--- src/rtl/store_write_buffer_if.sv ---
// CPU data-port and Memoria signal bundle for the posted-write buffer.
// slave = buffer side, master = CPU/memory side (the bench drives through master).
// Store handshake: a store transfers on a posedge where cpu_wr_valid and cpu_wr_ready are both high;
// valid may rise at any time, and ready depends only on buffer occupancy, never on valid.
interface store_write_buffer_if;
   logic        cpu_wr_valid;
   logic        cpu_wr_ready;
   logic [31:0] cpu_wr_addr;
   logic [31:0] cpu_wr_data;
   logic        cpu_rd_req;
   logic [31:0] cpu_rd_addr;
   logic        cpu_rd_done;
   logic [31:0] cpu_rd_data;
   logic        wbuf_empty;
   logic [31:0] mem_addr;
   logic        mem_wr;
   logic [31:0] mem_wdata;
   logic [31:0] mem_rdata;

   modport slave (
      input  cpu_wr_valid, cpu_wr_addr, cpu_wr_data, cpu_rd_req, cpu_rd_addr, mem_rdata,
      output cpu_wr_ready, cpu_rd_done, cpu_rd_data, wbuf_empty, mem_addr, mem_wr, mem_wdata
   );

   modport master (
      output cpu_wr_valid, cpu_wr_addr, cpu_wr_data, cpu_rd_req, cpu_rd_addr, mem_rdata,
      input  cpu_wr_ready, cpu_rd_done, cpu_rd_data, wbuf_empty, mem_addr, mem_wr, mem_wdata
   );
endinterface

--- src/rtl/store_write_buffer.sv ---
// Posted-write FIFO between the CPU data port and Memoria; reads keep program order.
// Optional macro WBUF_FORWARD_EN: forward loads from buffered stores and let misses bypass the FIFO.
module store_write_buffer #(
   parameter int DEPTH      = 4,
   parameter int MEM_RD_LAT = 1
) (
   input  logic                   Clk,
   input  logic                   Reset,
   store_write_buffer_if.slave    bus,
   output logic [1:0]             dbg_state_o,
   output logic [$clog2(DEPTH):0] dbg_count_o
);
   localparam int PTR_W = $clog2(DEPTH);
   localparam int CNT_W = PTR_W + 1;
   localparam int LAT_W = $clog2(MEM_RD_LAT + 1);

   typedef enum logic [1:0] {
      IDLE    = 2'd0,
      WRITE   = 2'd1,
      RD_WAIT = 2'd2
   } state_e;

   state_e             state_q, state_d;
   logic [PTR_W-1:0]   head_q, head_d;
   logic [PTR_W-1:0]   tail_q, tail_d;
   logic [CNT_W-1:0]   count_q, count_d;
   logic [LAT_W-1:0]   lat_q, lat_d;
   logic               rd_done_q, rd_done_d;
   logic [31:0]        rd_data_q, rd_data_d;

   logic [31:0]        addr_q [DEPTH];
   logic [31:0]        data_q [DEPTH];

   logic               push;
   logic               pop;
   logic               rd_pending;
   logic               fwd_hit;
   logic [31:0]        fwd_data;
   logic               bypass_ok;

   assign bus.cpu_wr_ready = (count_q != CNT_W'(DEPTH));
   assign push             = bus.cpu_wr_valid & bus.cpu_wr_ready;
   assign pop              = (state_q == WRITE);
   // The request stays high through the done cycle; do not serve it twice.
   assign rd_pending       = bus.cpu_rd_req & ~rd_done_q;

   // Entry storage needs no reset: only slots inside the count window are ever read.
   always_ff @(posedge Clk) begin
      if (push) begin
         addr_q[tail_q] <= bus.cpu_wr_addr;
         data_q[tail_q] <= bus.cpu_wr_data;
      end
   end

`ifdef WBUF_FORWARD_EN
   // Scan oldest to newest so the newest matching entry is the one that sticks.
   always_comb begin
      fwd_hit  = 1'b0;
      fwd_data = '0;
      for (int i = 0; i < DEPTH; i++) begin
         if ((CNT_W'(i) < count_q) &&
             (addr_q[head_q + PTR_W'(i)][31:2] == bus.cpu_rd_addr[31:2])) begin
            fwd_hit  = 1'b1;
            fwd_data = data_q[head_q + PTR_W'(i)];
         end
      end
   end
   assign bypass_ok = 1'b1;
`else
   assign fwd_hit   = 1'b0;
   assign fwd_data  = '0;
   assign bypass_ok = 1'b0;
`endif

   always_comb begin
      head_d  = head_q;
      tail_d  = tail_q;
      count_d = count_q;
      if (pop) begin
         head_d = head_q + PTR_W'(1);
      end
      if (push) begin
         tail_d = tail_q + PTR_W'(1);
      end
      case ({push, pop})
         2'b10:   count_d = count_q + CNT_W'(1);
         2'b01:   count_d = count_q - CNT_W'(1);
         default: count_d = count_q;
      endcase
   end

   always_comb begin
      state_d   = state_q;
      lat_d     = lat_q;
      rd_done_d = 1'b0;
      rd_data_d = rd_data_q;
      case (state_q)
         IDLE: begin
            if (rd_pending) begin
               if (fwd_hit) begin
                  rd_done_d = 1'b1;
                  rd_data_d = fwd_data;
               end else if ((count_q == '0) || bypass_ok) begin
                  state_d = RD_WAIT;
                  lat_d   = LAT_W'(MEM_RD_LAT);
               end else begin
                  state_d = WRITE;
               end
            end else if (count_q != '0) begin
               state_d = WRITE;
            end
         end
         WRITE: begin
            state_d = IDLE;
         end
         RD_WAIT: begin
            lat_d = lat_q - LAT_W'(1);
            // Counter reaching zero this cycle means mem_rdata is valid now.
            if (lat_q == LAT_W'(1)) begin
               rd_done_d = 1'b1;
               rd_data_d = bus.mem_rdata;
               state_d   = IDLE;
            end
         end
         default: begin
            state_d = IDLE;
         end
      endcase
   end

   always_ff @(posedge Clk or negedge Reset) begin
      if (!Reset) begin
         state_q   <= IDLE;
         head_q    <= '0;
         tail_q    <= '0;
         count_q   <= '0;
         lat_q     <= '0;
         rd_done_q <= 1'b0;
         rd_data_q <= '0;
      end else begin
         state_q   <= state_d;
         head_q    <= head_d;
         tail_q    <= tail_d;
         count_q   <= count_d;
         lat_q     <= lat_d;
         rd_done_q <= rd_done_d;
         rd_data_q <= rd_data_d;
      end
   end

   assign bus.mem_wr      = (state_q == WRITE);
   assign bus.mem_addr    = (state_q == WRITE) ? addr_q[head_q] : bus.cpu_rd_addr;
   assign bus.mem_wdata   = data_q[head_q];
   assign bus.cpu_rd_done = rd_done_q;
   assign bus.cpu_rd_data = rd_data_q;
   assign bus.wbuf_empty  = (count_q == '0);
   assign dbg_state_o     = state_q;
   assign dbg_count_o     = count_q;

   a_count_bound: assert property (@(posedge Clk) disable iff (!Reset)
      count_q <= CNT_W'(DEPTH));
   a_no_empty_pop: assert property (@(posedge Clk) disable iff (!Reset)
      (state_q == WRITE) |-> (count_q != '0));
endmodule

--- src/flat_wrapper.sv ---
// flat-port wrapper written by rule: the top's interface ports become plain ports
module store_write_buffer_flat 
#(
   parameter int DEPTH      = 4,
   parameter int MEM_RD_LAT = 1
)
  (Clk, Reset, dbg_state_o, dbg_count_o, bus_cpu_wr_valid, bus_cpu_wr_addr, bus_cpu_wr_data, bus_cpu_rd_req, bus_cpu_rd_addr, bus_mem_rdata, bus_cpu_wr_ready, bus_cpu_rd_done, bus_cpu_rd_data, bus_wbuf_empty, bus_mem_addr, bus_mem_wr, bus_mem_wdata);
  store_write_buffer_if bus_i ();
  input  logic Clk;
  input  logic Reset;
  output logic [1:0] dbg_state_o;
  output logic [$clog2(DEPTH):0] dbg_count_o;
  input wire logic [$bits(bus_i.cpu_wr_valid)-1:0] bus_cpu_wr_valid;
  input wire logic [$bits(bus_i.cpu_wr_addr)-1:0] bus_cpu_wr_addr;
  input wire logic [$bits(bus_i.cpu_wr_data)-1:0] bus_cpu_wr_data;
  input wire logic [$bits(bus_i.cpu_rd_req)-1:0] bus_cpu_rd_req;
  input wire logic [$bits(bus_i.cpu_rd_addr)-1:0] bus_cpu_rd_addr;
  input wire logic [$bits(bus_i.mem_rdata)-1:0] bus_mem_rdata;
  output wire logic [$bits(bus_i.cpu_wr_ready)-1:0] bus_cpu_wr_ready;
  output wire logic [$bits(bus_i.cpu_rd_done)-1:0] bus_cpu_rd_done;
  output wire logic [$bits(bus_i.cpu_rd_data)-1:0] bus_cpu_rd_data;
  output wire logic [$bits(bus_i.wbuf_empty)-1:0] bus_wbuf_empty;
  output wire logic [$bits(bus_i.mem_addr)-1:0] bus_mem_addr;
  output wire logic [$bits(bus_i.mem_wr)-1:0] bus_mem_wr;
  output wire logic [$bits(bus_i.mem_wdata)-1:0] bus_mem_wdata;
  assign bus_i.cpu_wr_valid = bus_cpu_wr_valid;
  assign bus_i.cpu_wr_addr = bus_cpu_wr_addr;
  assign bus_i.cpu_wr_data = bus_cpu_wr_data;
  assign bus_i.cpu_rd_req = bus_cpu_rd_req;
  assign bus_i.cpu_rd_addr = bus_cpu_rd_addr;
  assign bus_i.mem_rdata = bus_mem_rdata;
  assign bus_cpu_wr_ready = bus_i.cpu_wr_ready;
  assign bus_cpu_rd_done = bus_i.cpu_rd_done;
  assign bus_cpu_rd_data = bus_i.cpu_rd_data;
  assign bus_wbuf_empty = bus_i.wbuf_empty;
  assign bus_mem_addr = bus_i.mem_addr;
  assign bus_mem_wr = bus_i.mem_wr;
  assign bus_mem_wdata = bus_i.mem_wdata;
  store_write_buffer #(.DEPTH(DEPTH), .MEM_RD_LAT(MEM_RD_LAT)) u_core (.Clk(Clk), .Reset(Reset), .bus(bus_i), .dbg_state_o(dbg_state_o), .dbg_count_o(dbg_count_o));
endmodule
--- config.mk ---
export PLATFORM = sky130hd
export DESIGN_NAME = store_write_buffer_flat
export DESIGN_NICKNAME = d
export VERILOG_FILES = /design/src/rtl/store_write_buffer_if.sv /design/src/rtl/store_write_buffer.sv /design/src/flat_wrapper.sv
export SDC_FILE = /design/constraint.sdc
export NUM_CORES = 1
export LEC_CHECK = 0
export BUFFER_PORTS_ARGS = -buffer_cell sky130_fd_sc_hd__buf_4
export CAP_MARGIN = 20
export CORE_AREA = 2 2 149 151
export DETAILED_ROUTE_END_ITERATION = 8
export DIE_AREA = 0 0 151 153
export PLACE_DENSITY = 0.78
export SETUP_SLACK_MARGIN = 0.2
export SLEW_MARGIN = 40
export SYNTH_ARGS = -nofsm -noshare
export SYNTH_HDL_FRONTEND = slang
export SYNTH_SLANG_ARGS = --single-unit
export TNS_END_PERCENT = 100
--- constraint.sdc ---
create_clock -name Clk -period 3.1 [get_ports Clk]
set_clock_uncertainty 0.2 [all_clocks]
set_input_delay 0.155 -clock Clk [delete_from_list [all_inputs] [get_ports Clk]]
set_output_delay 0.155 -clock Clk [all_outputs]
set_load 0.05 [all_outputs]
### Yosys cells after proc, flatten, opt, wreduce, memory -nomap -nowiden

Memory sizes are Yosys's and may differ from the RTL's.
Index checks and enable logic that the tools add are counted.

* shift-type cells: 0
* $lt $le $gt $ge: 0
* equality and inequality tests: 9
* multiplexer cells: 14
* add/subtract/negate cells: 5
* $mul: 0
* reductions and logical operators: 8
* bitwise operators: 3
* divide/modulo/power cells: 0

Operators with widths (count)
* $mux W32: 1
* $mux W2: 4
* $mux W1: 6
* $pmux W3 S2: 1
* $add A2 B1 Y2 const B: 2
* $eq A2 B1 Y1 const B: 2
* $eq A2 B2 Y1 const B: 2
* $ne A2 B1 Y1 const B: 2
* $pmux W2 S2: 1
* $reduce_and A2 Y1: 2
* $reduce_bool A2 Y1: 2
* $add A3 B1 Y3 const B: 1
* $logic_not A3 Y1: 1
* $ne A3 B1 Y1 const B: 1
* $ne A3 B3 Y1 const B: 1
* $reduce_and A3 Y1: 1
* $reduce_bool A3 Y1: 1
* $sub A3 B1 Y3 const B: 1
* $and A1 B1 Y1: 2
* $logic_not A2 Y1: 1
* $ne A2 B2 Y1 const B: 1
* $pmux W1 S2: 1
* $not A1 Y1: 1
* $sub A1 B1 Y1 const B: 1

* output and inout port bits: 105
* input port bits: 132
* bits in writable memories: 256
* ROM bits: 0
* logic and storage cells: 48
* flip-flop bits (word level): 43
* latch bits: 0
* memories: 2

Memories
* u_core.addr_q: words 4, width 32, rd ports 1, clocked after Yosys merged registers in 0, write ports 1, line store_write_buffer.sv:31 `logic [31:0] addr_q [DEPTH];`
* u_core.data_q: words 4, width 32, rd ports 1, clocked after Yosys merged registers in 0, write ports 1, line store_write_buffer.sv:32 `logic [31:0] data_q [DEPTH];`

### Longest topological paths before layout

Gate-level depths: netlist of run 1.

* depth in word-level cells: 4
* gate-level depth with buffers: 8
* depth with buffers taken out: 8

### Worst setup path after synthesis of run 1

No wires, ideal clock.

* path kind: flip-flop to output port
* from: reg u_core.state_q[1] (netlist: u_core.dbg_state_o[1])
* to: out bus_mem_addr[30]
* arrival time: 2381 ps
* path buffers: 2
* stages on the path, launching flop included: 7
* slack: 364 ps
* cells stage by stage: dfrtp_1 -> nand2b_1 -> buf_2 -> inv_2 -> nand2_1 -> buf_4 -> o221ai_1

* cells in the longest elaborated chain, start to end: 2

Ends and longest elaborated chain
* start, declared: line store_write_buffer.sv:23 `state_e state_q, state_d;`
* start signal, assigned: line store_write_buffer.sv:141 `state_q <= state_d;`
* $eq A2 B1 Y1
* via bus_mem_wr: line flat_wrapper.sv:24 `output wire logic [$bits(bus_i.mem_wr)-1:0] bus_mem_wr;`
* $mux W32: line store_write_buffer.sv:152 `assign bus.mem_addr = (state_q == WRITE) ? addr_q[head_q] : bus.cpu_rd_addr;`
* end, declared: line flat_wrapper.sv:23 `output wire logic [$bits(bus_i.mem_addr)-1:0] bus_mem_addr;`

The timed path passes the listed nets, and every way through them passes these cells.

### Worst setup path after layout of run 1

* from: reg u_core.head_q[1]
* to: out bus_mem_addr[21]

* cells in the longest elaborated chain, start to end: 2

Ends and longest elaborated chain
* start, declared: line store_write_buffer.sv:24 `logic [PTR_W-1:0] head_q, head_d;`
* start signal, assigned: line store_write_buffer.sv:134 `head_q <= '0;`
* start signal, assigned: line store_write_buffer.sv:142 `head_q <= head_d;`
* $mem_v2 Z4 W32
* $mux W32: line store_write_buffer.sv:152

Every way passes these cells.

==> run metrics, run 1 <==
gpl congestion 0.775; initial drt markers 346; Buffers on Ports 236; Nets 1056; syn_nets 699; post-synth cell types 29; Max-cap violations 0; HPWL after DPL between 15000 and 20000 um; Remaining DRCs 0; first-pass GRT wire length 40300 um; TritonCTS clock tree done; Final Max Tran Viols 0; drt pass-1 iters 5; worst-margin pin slew a little over 0.6 ns; critical path fanouts, max 33; Root Driver clkbuf_16; status completed; die height 153 um; via count 6700; num rows 54; Longest Clk Path Bufs 3; antenna fix cells 0; clock sinks 299; crit path kind reg -> out; Setup Total Neg Slack 0 ns; Final Util 72.3%; Syn Inst Count 561; static leakage 6.00 nW; Power Density 1110 nW/um2; crit-path max cell delay 0.80 ns; fin worst setup slack 0.313 ns; launch point of the worst reg-to-reg path u_core.dbg_count_o[1]; VDD IR-drop max 0.000950 V; final wirelength around 26000 um; area leader, netlist edfxtp_1; number of synthesized register bits 299; CP required 2.74 ns; routed len/inst 21.7 um; worst skew pair latency around 0.54 ns; Core ar. 21500 um2; Synth area leaders edfxtp_1 68%, dfrtp_1 9.5%, mux4_2 6.3%; clock slew at reported path FFs 0.06 ns; dpl ws a little over 0.7 ns; Initial Util 52.9%; Final Power between 15 and 20 mW; die area 23100 um2; relative slew slack 59.2%; Overflow after GRT 0; pin count of the biggest net entering global routing between 40 and 50; startpoint types flop; unrepaired setup endpoints after global routing no; vias in the first global route 7367; initial antenna violation count 0; Seq/Total Area, Yosys 77.1%; syn avg cell area ~20 um2; Hold Vio Cnt, Final 0; Area Overhead vs Synth 36.7%; FMAX 359 MHz; Num CTS Buffers 30; Tightest Hold Check Type in -> reg; crit share post-route 89.9%; layout cell share with drive strength beyond 1 roughly two fifths; Max H-tree Level 1; Slowest cell on crit path dfrtp_4; DIE WIDTH 151 um; worst hold start bus_cpu_wr_data[28]; Final Setup Violations 0; crit path cell chain buf_12 -> mux2i_1 -> o221ai_1 -> buf_4; critical path data arrival time 2.43 ns; post-DR vias/cell between 5 and 6; minimum clock period 2.79 ns; post-synthesis instance area 11400 um2; I/O pins 237; Yosys warnings 0; antenna-violating nets left 0; top cell type's share of synthesized area between 60% and 70%; Critical Path Start u_core.head_q[1]; crit end category output port; GRT Total Usage 22.9%
## layout make-up
cell class	instances	area, um2
sequential	299	8770
inverter	6	22.5
clock inverter	19	169
tap	280	350
clock buffer	35	791
fill	1261	5950
timing repair buffer	354	3000
multi-input combinational	227	2430
## state kept, by name, summed over array words and instances, names as in the netlist
| name | cells |
|---|---|
| u_core.tail_q | 2 |
| u_core.data_q | 128 |
| u_core.dbg_count_o | 3 |
| u_core.bus.cpu_rd_data | 32 |
| u_core.addr_q | 128 |
| u_core.dbg_state_o | 2 |
| u_core.lat_q | 1 |
| u_core.head_q | 2 |
| u_core.bus.cpu_rd_done | 1 |
## repair_timing
action | in CTS | in global routing
buffers inserted | 0 | 0
hold buffers | 101 | 0
resized for setup | 0 | 1
endpoints found under the setup margin | 0 | 1
endpoints found under the hold margin | 335 | 0
## layout by cell type, fill, tap and decap left out, types with 2 or more instances in the layout
cell type / instances
nand2b_2: 2
mux2_2: 33
dfrtp_4: 2
dlygate4sd3_1: 100
clkinv_1: 8
clkinvlp_4: 2
mux2i_1: 64
buf_4: 247
nor2b_1: 2
clkbuf_16: 31
and3_4: 4
inv_1: 5
clkbuf_1: 4
buf_12: 6
edfxtp_1: 256
xnor2_1: 4
nor2_1: 2
dfrtp_1: 41
bufinv_16: 3
nand2_1: 35
o221ai_1: 32
clkinv_2: 5
ha_1: 5
mux4_2: 32
nor3_1: 3
## power breakdown
part | total [mW] | internal [mW] | switching [mW]
sequential | 5.93 | 5.41 | 0.522
clock | 3.50 | 2.06 | 1.44
combinational | 7.76 | 2.62 | 5.13
total | 17.2 | 10.1 | 7.10
## Yosys cell counts (all sizes together)
master / instances
nor3: 3
nand2: 35
nor2: 2
or3b: 1
a311oi: 1
and2: 1
dfrtp: 43
nor3b: 1
fa: 1
ha: 5
xor2: 1
nand3b: 1
mux2i: 64
nor2b: 2
buf: 26
mux4: 32
inv: 6
a21oi: 1
edfxtp: 256
mux2: 34
o221ai: 32
nand2b: 2
and3: 4
clkbuf: 3
xnor2: 4
## path summary, 6_finish.rpt
path | end | cells after the start | slack [ns]
max | bus_mem_addr[21] | 4 | 0.31
min | u_core.data_q[3][28] | 2 | 0.16
max reg2reg | u_core.dbg_count_o[1] | 6 | 0.71
min reg2reg | u_core.bus.cpu_rd_data[21] | 1 | 0.32
max in group asynchronous | u_core.head_q[0] | 4 | 1.95
min in group asynchronous | u_core.bus.cpu_rd_data[30] | 4 | 0.50
## worst max-delay path: cells and delay by family, from the launching register on
kind,cells,cell delay [ns]
DFF,1,0.80
buffers and inverters,2,0.53
muxes,1,0.33
AOI/OAI and AO/OA,1,0.20
## cells by family (layout without fill, tap and decap cells)
| group | after synthesis | count (layout) | synth area share [%] |
|---|---|---|---|
| buffers and inverters | 35 | 414 | 1.67 |
| AO/OA/AOI/OAI | 34 | 34 | 2.59 |
| XOR/XNOR | 5 | 5 | 0.385 |
| adder cells (fa/ha/maj) | 6 | 6 | 0.727 |
| multiplexers | 130 | 130 | 15.4 |
| flip-flops | 299 | 299 | 77.1 |
| AND/OR/NAND/NOR | 52 | 52 | 2.15 |
## metrics by stage
stage               instance area (um2)  std cells  hold slack [ns]
floorplan                         11400        561           -0.341
global placement                  13500       1065          -0.0333
detailed placement                13500       1065          -0.0115
CTS                               15500       1220            0.141
global route                      15500       1220            0.152
finish                            15500       1220            0.159
## layer usage
layer	global-route usage, %	up-vias	wire (um)
met4	5.21	0	532
li1	-	2968	-
met2	41.1	290	13900
met3	4.57	45	1890
met5	0	-	0
met1	28.8	3397	10100
Power figures use the tool's default switching activity.
==> inputs of run 2 (changes only) <==
--- a/constraint.sdc
+++ b/constraint.sdc
@@ -4,2 +4,2 @@
 set_output_delay 0.155 -clock Clk [all_outputs]
-set_load 0.05 [all_outputs]
+set_load 0.1 [all_outputs]
==> run metrics, run 2 (synthesized netlist as in run 1, its figures left out) <==
worst skew pair latency 0.53 ns (about the same); initial drt markers 298 (-14%); hold path depth 2 (unchanged); Finished Cell Area 16200 um2 (+4.3%); pin count of the biggest net entering global routing 44 (unchanged); CP required 2.74 ns (about the same); GRT Total Usage 23.4% (+0.48 points); routed len/inst 22.2 um (+2.3%); crit share post-route 88.2% (-1.7 points); Max H-tree Level 1 (unchanged); first-pass GRT wire length 41100 um (+2.0%); antenna-violating nets left 0 (unchanged); Final Util 75.4% (+3.1 points); Root Driver clkbuf_16; final wirelength 27100 um (+2.3%); crit path kind reg -> out; hold endpoint u_core.data_q[1][10]; Num CTS Buffers 29 (-3.3%); initial antenna violation count 1 (+1); Longest Clk Path Bufs 3 (unchanged); worst hold start bus_cpu_wr_data[10]; unrepaired setup endpoints after global routing no; Crit path max-delay family buffers and inverters; Setup Total Neg Slack 0 ns (unchanged); worst-margin pin slew 0.547 ns (-0.0641 ns); Area Overhead vs Synth 42.6%; via count 6664 (-0.54%); die height 153 um (unchanged); post-DR vias/cell 5.46 (-0.54%); die area 23100 um2 (unchanged); num rows 54 (unchanged); Buf+Inv Stages, Crit Path 3 (+1); r2r setup slk 0.68 ns (-0.03 ns); Tightest Hold Check Type in -> reg; TritonCTS clock tree done; Overflow after GRT 0 (unchanged); FF-to-FF End u_core.dbg_count_o[1]; filler instances 1191 (-5.6%); clock sinks 299 (unchanged); crit end category output port; DIE WIDTH 151 um (unchanged); R2R cell count 6 (unchanged); clock slew at reported path FFs 0.07 ns (about the same); Remaining DRCs 0 (unchanged); Final Max Tran Viols 0 (unchanged); critical path fanouts, max 21 (-36%); Hold Vio Cnt, Final 0 (unchanged); placed cell areas 14100 um2 (+4.2%); post-cts repair resize count 0 (unchanged); Core ar. 21500 um2 (unchanged); commonest non-fill, non-tap cell in the layout edfxtp_1; Nets 1055 (-0.095%); FMAX 366 MHz (+1.9%); layout cell share with drive strength beyond 1 44.1% (+4.4 points); Final Setup Violations 0 (unchanged); commonest cells after routing, fill and taps aside 256 x edfxtp_1, 245 x buf_4, 100 x dlygate4sd3_1, 64 x mux2i_1, 36 x dfrtp_1; status completed; startpoint types flop; Buffers on Ports 236 (unchanged); Max-cap violations 0 (unchanged); gpl congestion 0.811 (+4.6%); crit-path max cell delay 0.45 ns (-0.35 ns); launch point of the worst reg-to-reg path u_core.dbg_count_o[1]; crit path cell chain nand2b_2 -> inv_4 -> nand2b_4 -> buf_12 -> o221ai_2 -> buf_4; drt pass-1 iters 4 (-1); Slowest cell on crit path dfrtp_2; I/O pins 237 (unchanged); relative slew slack 63.5% (+4.3 points); minimum clock period 2.74 ns (-0.0513 ns); Initial Util 52.9% (unchanged); vias in the first global route 7472 (+1.4%); HPWL after DPL 16500 um (+4.9%); critical path data arrival time 2.38 ns (-0.05 ns)
run 2: cell count changes in the layout (fill, tap and decap cells not counted), moves of 2 or more:
cell and change:
o221ai_4 +30, clkinv_1 -2, dfrtp_1 -5, o221ai_1 -32, buf_4 -2, o221ai_2 +2, bufinv_16 +5, dfrtp_2 +6
clkbuf_16 -2
run 2: how the worst max path moves through the flow:
stage,start,end,slack [ns],cells past startpoint
2_1_floorplan,u_core.dbg_state_o[1],bus_mem_addr[10],0.31,6
3_3_place_gp,u_core.dbg_state_o[1],bus_mem_addr[30],0.79,5
3_5_place_dp,u_core.dbg_count_o[1],u_core.dbg_count_o[1],0.70,6
4_1_cts,u_core.head_q[1],bus_mem_addr[6],0.24,4
5_1_grt,u_core.head_q[0],bus_mem_addr[0],0.29,5
6_report,u_core.dbg_state_o[1],bus_mem_addr[0],0.36,6
run 2: final cells by class:
| type | count | area (um2) | share of cell area (%) |
|---|---|---|---|
| tap | 280 | 350 | 2.16 |
| timing repair buffer | 354 | 3020 | 18.7 |
| multi-input combinational | 227 | 2990 | 18.4 |
| clock inverter | 21 | 308 | 1.90 |
| clock buffer | 32 | 737 | 4.55 |
| inverter | 6 | 25.0 | 0.154 |
| antenna | 1 | 2.50 | 0.0154 |
| sequential | 299 | 8770 | 54.1 |
run 2: what timing repair did:
item	4_1_cts	5_1_grt
buffers inserted	0	1
hold buffers	101	0
hold endpoints to repair	335	0
setup endpoints to repair	0	2
run 2: worst register-to-register path, cell delays in order (launching register included):
cell and delay, ns:
dfrtp_2 0.45, or3b_4 0.45, and2_4 0.19, inv_1 0.06, ha_1 0.22, fa_1 0.45
mux2_2 0.28
run 2: per-layer routing:
layer | global-route usage (%) | up-vias | wire length [um]
li1 | - | 2974 | -
met4 | 6.01 | 0 | 582
met2 | 42.1 | 260 | 14200
met5 | 0 | - | 0
met3 | 4.63 | 44 | 1760
met1 | 28.9 | 3386 | 10500
run 2: stage by stage:
stage          hold slack (ns)  worst slack [ns]  std cells
6_report                 0.174             0.365       1220
5_1_grt                  0.166             0.288       1220
4_1_cts                  0.158             0.237       1218
3_5_place_dp           -0.0211             0.704       1064
3_3_place_gp           -0.0445             0.794       1063
2_1_floorplan           -0.341             0.314        561
Power of run 2 is not shown: default switching activity piles up to over one toggle a cycle in this logic, so the estimate is an artifact.
